### config.mk
export PLATFORM = sky130hd
export DESIGN_NAME = decode_cycle
export DESIGN_NICKNAME = d
export VERILOG_FILES = /design/src/rtl/decode_cycle.sv
export SDC_FILE = /design/constraint.sdc
export NUM_CORES = 2
export LEC_CHECK = 0
export BUFFER_PORTS_ARGS = -buffer_cell sky130_fd_sc_hd__buf_2
export CORE_ASPECT_RATIO = 0.9
export CORE_MARGIN = 2
export CORE_UTILIZATION = 50
export CTS_CLUSTER_SIZE = 16
export DETAILED_ROUTE_END_ITERATION = 10
export GPL_ROUTABILITY_DRIVEN = 0
export HOLD_SLACK_MARGIN = 0.05
export PLACE_DENSITY_LB_ADDON = 0.2
export SLEW_MARGIN = 20
export SYNTH_ARGS = -nofsm -noshare
export SYNTH_HDL_FRONTEND = slang
export SYNTH_SLANG_ARGS = --single-unit
### constraint.sdc
create_clock -name clk -period 1.8 [get_ports clk]
set_input_delay 0.36 -clock clk [delete_from_list [all_inputs] [get_ports clk]]
set_output_delay 0.36 -clock clk [all_outputs]
set_load 0.02 [all_outputs]
### src/rtl/decode_cycle.sv
// decode_cycle: instruction decode stage of a 5-stage RV32I pipeline.
//
// Decodes InstrD, reads the 32x32 register file (write port driven by
// writeback) and extends the immediate. All results are captured in the
// ID/EX pipeline register.
//
// Ports:
//   clk, rst             clock, asynchronous active-low reset
//   InstrD, PCD,         IF/ID inputs: instruction, its PC and PC+4
//   PCPlus4D
//   RegWriteW, RDW,      register-file write port from writeback
//   ResultW
//   FlushE               synchronous bubble insert into ID/EX
//   Rs1D, Rs2D           combinational source indices for the hazard unit
//   *E outputs           registered ID/EX control, data and register indices
module decode_cycle (
  input  logic        clk,
  input  logic        rst,
  input  logic [31:0] InstrD,
  input  logic [31:0] PCD,
  input  logic [31:0] PCPlus4D,
  input  logic        RegWriteW,
  input  logic [4:0]  RDW,
  input  logic [31:0] ResultW,
  input  logic        FlushE,
  output logic [4:0]  Rs1D,
  output logic [4:0]  Rs2D,
  output logic        RegWriteE,
  output logic        MemWriteE,
  output logic        JumpE,
  output logic        BranchE,
  output logic        ALUSrcE,
  output logic [1:0]  ResultSrcE,
  output logic [2:0]  ALUControlE,
  output logic [31:0] RD1E,
  output logic [31:0] RD2E,
  output logic [31:0] ImmExtE,
  output logic [31:0] PCE,
  output logic [31:0] PCPlus4E,
  output logic [4:0]  RdE,
  output logic [4:0]  Rs1E,
  output logic [4:0]  Rs2E
);

  typedef struct packed {
    logic        reg_write;
    logic        mem_write;
    logic        jump;
    logic        branch;
    logic        alu_src;
    logic [1:0]  result_src;
    logic [2:0]  alu_control;
    logic [31:0] rd1;
    logic [31:0] rd2;
    logic [31:0] imm_ext;
    logic [31:0] pc;
    logic [31:0] pc_plus4;
    logic [4:0]  rd;
    logic [4:0]  rs1;
    logic [4:0]  rs2;
  } idex_t;

  // Immediate extension; every format sign-extends from instr[31].
  function automatic logic [31:0] imm_extend(input logic [31:0] instr, input logic [1:0] imm_src);
    logic [31:0] imm;
    case (imm_src)
      2'b00:   imm = {{20{instr[31]}}, instr[31:20]};
      2'b01:   imm = {{20{instr[31]}}, instr[31:25], instr[11:7]};
      2'b10:   imm = {{20{instr[31]}}, instr[7], instr[30:25], instr[11:8], 1'b0};
      2'b11:   imm = {{12{instr[31]}}, instr[19:12], instr[20], instr[30:21], 1'b0};
      default: imm = 32'd0;
    endcase
    return imm;
  endfunction

  // ALU decoder; sub is only chosen for R-type (op[5]=1) with funct7[5]=1.
  function automatic logic [2:0] alu_decode(input logic [1:0] alu_op, input logic [2:0] funct3,
                                            input logic op5, input logic funct7_5);
    logic [2:0] ctl;
    case (alu_op)
      2'b01: ctl = 3'b001;
      2'b10: begin
        case (funct3)
          3'b000:  ctl = ({op5, funct7_5} == 2'b11) ? 3'b001 : 3'b000;
          3'b010:  ctl = 3'b101;
          3'b110:  ctl = 3'b011;
          3'b111:  ctl = 3'b010;
          default: ctl = 3'b000;
        endcase
      end
      default: ctl = 3'b000;
    endcase
    return ctl;
  endfunction

  logic [6:0]  opcode_s;
  logic [4:0]  rd_s;
  logic        reg_write_s;
  logic [1:0]  imm_src_s;
  logic        alu_src_s;
  logic        mem_write_s;
  logic [1:0]  result_src_s;
  logic        branch_s;
  logic [1:0]  alu_op_s;
  logic        jump_s;
  logic        wb_en_s;
  logic [31:0] rd1_s;
  logic [31:0] rd2_s;
  logic [31:0] rf_q [32];
  logic [31:0] rf_d [32];
  idex_t       idex_d;
  idex_t       idex_q;

  assign opcode_s = InstrD[6:0];
  assign rd_s     = InstrD[11:7];
  assign Rs1D     = InstrD[19:15];
  assign Rs2D     = InstrD[24:20];
  // Writes to x0 are dropped entirely, so they never bypass either.
  assign wb_en_s  = RegWriteW && (RDW != 5'd0);

  // Main decoder: opcode to control fields; unknown opcodes decode as a bubble.
  always_comb begin
    reg_write_s  = 1'b0;
    imm_src_s    = 2'b00;
    alu_src_s    = 1'b0;
    mem_write_s  = 1'b0;
    result_src_s = 2'b00;
    branch_s     = 1'b0;
    alu_op_s     = 2'b00;
    jump_s       = 1'b0;
    case (opcode_s)
      7'b0000011: begin
        reg_write_s = 1'b1; alu_src_s = 1'b1; result_src_s = 2'b01;
      end
      7'b0100011: begin
        imm_src_s = 2'b01; alu_src_s = 1'b1; mem_write_s = 1'b1;
      end
      7'b0110011: begin
        reg_write_s = 1'b1; alu_op_s = 2'b10;
      end
      7'b0010011: begin
        reg_write_s = 1'b1; alu_src_s = 1'b1; alu_op_s = 2'b10;
      end
      7'b1100011: begin
        imm_src_s = 2'b10; branch_s = 1'b1; alu_op_s = 2'b01;
      end
      7'b1101111: begin
        reg_write_s = 1'b1; imm_src_s = 2'b11; result_src_s = 2'b10; jump_s = 1'b1;
      end
      default: begin
        reg_write_s = 1'b0;
      end
    endcase
  end

  // Register-file next state: single write port from writeback.
  always_comb begin
    rf_d = rf_q;
    if (wb_en_s) begin
      rf_d[RDW] = ResultW;
    end else begin
      rf_d[RDW] = rf_q[RDW];
    end
  end

  // Register-file storage, cleared by reset.
  always_ff @(posedge clk or negedge rst) begin
    if (!rst) begin
      for (int i = 0; i < 32; i++) rf_q[i] <= 32'd0;
    end else begin
      for (int i = 0; i < 32; i++) rf_q[i] <= rf_d[i];
    end
  end

  // Read ports: x0 is hard zero, then write-first bypass, then storage.
  always_comb begin
    if (Rs1D == 5'd0) begin
      rd1_s = 32'd0;
    end else if (wb_en_s && (RDW == Rs1D)) begin
      rd1_s = ResultW;
    end else begin
      rd1_s = rf_q[Rs1D];
    end
    if (Rs2D == 5'd0) begin
      rd2_s = 32'd0;
    end else if (wb_en_s && (RDW == Rs2D)) begin
      rd2_s = ResultW;
    end else begin
      rd2_s = rf_q[Rs2D];
    end
  end

  // ID/EX next state; a flush loads the all-zero bubble.
  always_comb begin
    idex_d = {$bits(idex_t){1'b0}};
    if (FlushE) begin
      idex_d = {$bits(idex_t){1'b0}};
    end else begin
      idex_d.reg_write   = reg_write_s;
      idex_d.mem_write   = mem_write_s;
      idex_d.jump        = jump_s;
      idex_d.branch      = branch_s;
      idex_d.alu_src     = alu_src_s;
      idex_d.result_src  = result_src_s;
      idex_d.alu_control = alu_decode(alu_op_s, InstrD[14:12], opcode_s[5], InstrD[30]);
      idex_d.rd1         = rd1_s;
      idex_d.rd2         = rd2_s;
      idex_d.imm_ext     = imm_extend(InstrD, imm_src_s);
      idex_d.pc          = PCD;
      idex_d.pc_plus4    = PCPlus4D;
      idex_d.rd          = rd_s;
      idex_d.rs1         = Rs1D;
      idex_d.rs2         = Rs2D;
    end
  end

  // ID/EX pipeline register.
  always_ff @(posedge clk or negedge rst) begin
    if (!rst) begin
      idex_q <= {$bits(idex_t){1'b0}};
    end else begin
      idex_q <= idex_d;
    end
  end

  assign RegWriteE   = idex_q.reg_write;
  assign MemWriteE   = idex_q.mem_write;
  assign JumpE       = idex_q.jump;
  assign BranchE     = idex_q.branch;
  assign ALUSrcE     = idex_q.alu_src;
  assign ResultSrcE  = idex_q.result_src;
  assign ALUControlE = idex_q.alu_control;
  assign RD1E        = idex_q.rd1;
  assign RD2E        = idex_q.rd2;
  assign ImmExtE     = idex_q.imm_ext;
  assign PCE         = idex_q.pc;
  assign PCPlus4E    = idex_q.pc_plus4;
  assign RdE         = idex_q.rd;
  assign Rs1E        = idex_q.rs1;
  assign Rs2E        = idex_q.rs2;

endmodule

Word level (Yosys, flattened, before mapping)

Index checks and enable logic that the tools add are counted.

Reductions and logical operators: 12
Order comparisons: 4
Bitwise operators: 3
Multiplexer cells: 31
Eq/ne operators: 17

Operators by type and width:

| cell                                                     | count |
|---|---|
| bitwise mux 1024 bit                                     | 2 |
| two-way mux 1024 bit                                     | 1 |
| binary-select mux 32 bit (select 5 bit)                  | 3 |
| two-way mux 32 bit                                       | 11 |
| two-way mux 185 bit                                      | 1 |
| demux 32 bit (select 5 bit)                              | 1 |
| one-hot mux 32 bit (4 select lines)                      | 1 |
| greater-or-equal comparator 6 bit, second input constant | 3 |
| NOT 5 -> 6 bit                                           | 3 |
| == test 7 x 6 -> 1 bit, second input constant            | 2 |
| == test 7 bit, second input constant                     | 2 |
| one-hot mux 3 bit (4 select lines)                       | 1 |
| == test 5 bit                                            | 2 |
| logical NOT 5 bit                                        | 2 |
| == test 2 bit, second input constant                     | 4 |
| one-hot mux 2 bit (2 select lines)                       | 2 |
| == test 7 x 2 -> 1 bit, second input constant            | 1 |
| == test 7 x 5 -> 1 bit, second input constant            | 1 |
| == test 3 bit, second input constant                     | 2 |
| < comparator 6 x 1 -> 1 bit, second input constant       | 1 |
| two-way mux 1 bit                                        | 6 |
| one-hot mux 2 bit (3 select lines)                       | 1 |
| one-hot mux 3 bit (2 select lines)                       | 1 |
| nonzero test 5 bit                                       | 1 |
| other kinds (8)                                          | 12 |

Input bits: 137
Register bits: 1,209
Logic and storage cells: 114
Output and inout port bits: 195

Logic depth before layout (Yosys ltp)

Depth after elaboration: 7
Gate-level depth with buffers: 13
Mapped depth without buffers: 7

Least setup slack after synthesis

Ideal clock, no wire load.

Path type: input port to flip-flop
Start: in RDW[0]
End: reg rf_q[28] (netlist name)
Path buffers: 5
Library setup time: 0.133 ns
Stages on the path: 11
Arrival: 2.183 ns
Slack: -0.516 ns
Required time: 1.667 ns
Cells stage by stage: buf_6 -> buf_6 -> buf_4 -> buf_2 -> mux2i_1 -> o22ai_1 -> nor4_1 -> nand3_1 -> o21ai_0 -> clkbuf_1 -> o21ai_0

Cells in the longest elaborated chain, start to end: 7
Elaborated cells on any way between the ends: 14
Classes of those cells: order compare (2); mux (8); bitwise (1); reduce/logical (3)

RTL lines:

| element                                                                                                       | RTL line | source |
|---|---|---|
| start: declaration                                                                                            | 23       | `input logic [4:0] RDW,` |
| NOT 5 -> 6 bit (not written as such)                                                                          | 160, 162 |  |
| greater-or-equal comparator 6 bit (not written as such) / < comparator 6 x 1 -> 1 bit (equally long branches) | 160, 162 |  |
| logical AND 1 bit (not written as such)                                                                       | 160, 162 |  |
| two-way mux 32 bit (not written as such)                                                                      | 160, 162 |  |
| demux 32 bit (select 5 bit)                                                                                   | 160, 162 |  |
| bitwise mux 1024 bit, on equally long branches                                                                | 162, 160 |  |
| two-way mux 1024 bit *                                                                                        | 159      | `if (wb_en_s) begin` |
| end: declaration                                                                                              | 109      | `logic [31:0] rf_q [32];` |

Mark *: on every way between the ends. The rest lies on a longest branch, timed or not. The select of a mux whose other input is x is not followed.

Final worst setup path

Start: reg rf_q[797] (netlist name)
End: reg rf_q[477] (netlist name)

Cells in the longest elaborated chain, start to end: 5

RTL lines:

| element                                                | RTL line | source |
|---|---|---|
| binary-select mux 32 bit (select 5 bit)                | 162      | `rf_d[RDW] = rf_q[RDW];` |
| two-way mux 32 bit (not written as such) (2 in series) | 162      |  |
| bitwise mux 1024 bit                                   | 162      |  |
| two-way mux 1024 bit                                   | 159      |  |

No other way between the ends. The select of a mux whose other input is x is not followed.

==> results.toml <==
[worst_setup_path]
crit_required_ns = 2.48
r2r_cells = 7
r2r-start = "rf_q[797]"
cp-end-kind = "flop"
worstSetupStartpoint = "rf_q[797]"
critical_path_arrival_ns = 2.80
critPathMaxFanout = 5
rr_endpoint = "rf_q[477]"
critPathKind = "flop to flop"
start_kind = "flop"
cp-endpoint = "rf_q[477]"
r2r_setup_slack_ns = -0.32

[drt]
viasPerCell = 6.913
ant_nets = 0
drtIter0Drc = 9222
wl_um = 299600
first_pass_iters = 10
dr_total_vias = 63262
post-route-drc-count = 0
drt-wirelength-per-cell_um = 32.74

[synthesis]
synth-seq-area-share = 0.4497
synth_area_per_cell_um2 = 11.10
synth_cell_types = 62
synthFlopType = "dfrtp_1"
synthArstFlopShare = 1.000
syn-num-nets = 6137
syn-cell-area_mm2 = 0.06661
ys.warnings.count = 0
synth_edf_count = 0
ys_ff_latch = 1197
synth_cells = 5998

[pwr]
power.leakage_nw = 41.91
p_per_area_mw_per_mm2 = 1080
peakVddDrop_mv = 0.9640

[cts]
root_buffer = "clkbuf_16"
clk_latency_ns = 0.83
clk_pin_slew_ns = 0.06
cts.sinks = 1197
htreeDepth = 4
cts_tree = "done"
cts_made_buffers = 136
clk_path_buf_depth = 3

[layout]
final_cell_area_mm2 = 0.09182
layout_common_cells = "dfrtp_1 (1195), nand2_1 (1092), buf_4 (957)"
drive_gt1_frac = 0.4508
areaGrowthSynthToFinish_pct = 37.85
final_common_cell = "dfrtp_1"
n_fill_cell = 9255
nNetsFinal = 7428
final_util = 0.6920

[timing]
setup_ws_ns = -0.3245
worstMarginPinSlew_ns = 0.7021
relSlewSlack = 0.5320
rsz0062_at_grt = "true"
finalHoldViolCount = 0
timing.fmax_ghz = 0.4707
slew_viol_final = 0
fin_setup_tns_ns = -136.16
fin_crit_ns = 2.125
finalCritPeriodShare = 1.180
finalClockSkew_ns = 0.03021
setup_viol = 942

[die]
die_h_um = 350.3
row_count = 127
start_util = 0.5020
die_area_mm2 = 0.1361
ios = 332
coreArea_mm2 = 0.1327
die_x_um = 388.7

[outcome]
violations = "negative setup slack"
status = "finished with violations"

[flow_run]
cap_violations = 0

[placed_design]
post-place-ws_ns = -0.9018
port-buffer-count = 331
placed_area_mm2 = 0.08070
dp_hpwl_um = 195400

[global_routing]
grt_pass1_vias = 60203
grt_first_pass_wirelength_um = 415400
grt_usage = 0.4217
antenna_found_initial = 13
grt-ovfl-total = 0
grt_max_degree = 84

[worst_hold_path]
hold_class = "input port to flop"
[registers in the layout, summed over array words and instances, names as in the netlist, 5 cells and up]
| signal | cells |
|---|---|
| ImmExtE | 21 |
| Rs1E | 5 |
| RdE | 5 |
| rf_q | 1024 |
| RD2E | 32 |
| PCPlus4E | 32 |
| Rs2E | 5 |
| RD1E | 32 |
| PCE | 32 |
[cell type report]
| type | instances | area (µm²) | share of cell area |
|---|---|---|---|
| flip-flops and latches | 1197 | 29960 | 0.3263 |
| multi-input cells | 4130 | 37160 | 0.4047 |
| repair buffers | 1817 | 17770 | 0.1936 |
| clock buffers | 194 | 3963 | 0.04316 |
| inverters | 7 | 31.28 | 0.0003407 |
| well taps | 1741 | 2178 | 0.02373 |
| clock inverters | 55 | 728.2 | 0.007931 |
| diodes | 10 | 25.02 | 0.0002725 |
[worst max-delay path: stages (launching register included)]
cell and delay, ns:
dfrtp_1 0.39, mux4_2 0.48, a22o_1 0.27, nor4_1 0.19, nand3_1 0.17, o21ai_4 0.19
buf_4 0.20, o21ai_0 0.09
[worst min path at each step]
stage / start / to / slack, ns / depth (start not counted)
after floorplan: rst / ALUControlE[0] / 0.06 / 0
after global placement: rst / rf_q[780] / 0.28 / 1
after detailed placement: rst / rf_q[876] / 0.28 / 1
after CTS: InstrD[23] / RD2E[31] / 0.08 / 3
after global routing: InstrD[23] / RD2E[31] / 0.06 / 3
final: InstrD[23] / RD2E[31] / 0.06 / 3
[cells by family after synthesis]
family          count (synthesis)  synth area share
compound gates               1569            0.1401
xor+xnor                       10          0.001315
fa+ha+maj                       2         0.0003756
buf+inv                       671           0.04634
flops                        1197            0.4497
mux                          1065            0.2681
simple gates                 1484           0.09404
[through the flow]
step	cells	power, mW	hold WS, ns
2_1_floorplan	5998	51.59	0.06441
3_3_place_gp	8656	62.82	0.2778
3_5_place_dp	8656	63.93	0.2766
4_1_cts	9060	94.25	0.07754
5_1_grt	9141	102.5	0.06066
6_report	9151	99.19	0.06202
[metal layers]
layer	track usage	share of wire	up-vias	wire, µm
met3	0.1621	0.15	1495	45160
met4	0.2623	0.075	14	22330
met2	0.5996	0.42	5383	127000
li1	-	-	25113	-
met5	0.006294	0.00032	-	97
met1	0.5441	0.35	31257	105000
[cell usage after synthesis, drive strengths merged (5+ instances only)]
library cell	instances	area (µm²)
a211o	32	280.3
a211oi	70	525.5
a21oi	50	250.2
a221oi	96	840.8
a22o	17	148.9
a22oi	87	653.1
a32o	21	210.2
and2	5	31.28
buf	199	1249
clkbuf	465	1812
dfrtp	1197	29950
inv	7	26.27
mux2i	486	4865
mux4	575	12950
nand2	1124	4219
nand2b	7	43.79
nand3	46	230.2
nand4	31	206.4
nand4b	6	52.55
nor2	94	362.8
nor2b	124	775.7
nor3	10	66.32
nor3b	5	47.54
nor4	19	118.9
o211ai	35	262.8
o21ai	1019	5216
o22ai	132	825.8
or2	5	31.28
xor2	6	52.55
[where the power goes]
| part | total (mW) | internal, mW | switching, mW |
|---|---|---|---|
| registers | 37.5 | 32.5 | 5.00 |
| logic | 32.0 | 16.5 | 15.5 |
| clock network | 29.7 | 17.2 | 12.5 |
| total | 99.2 | 66.2 | 33.0 |
[repair_timing]
item                        CTS  global route
hold buffers                123             0
setup endpoints to repair   877          1070
buffers inserted             17            37
hold endpoints to repair   1293             0
pin swaps                   114           565
gates resized for setup     279          1343
cloned                       16            61
Note: power is estimated with default switching activity, not from simulation.
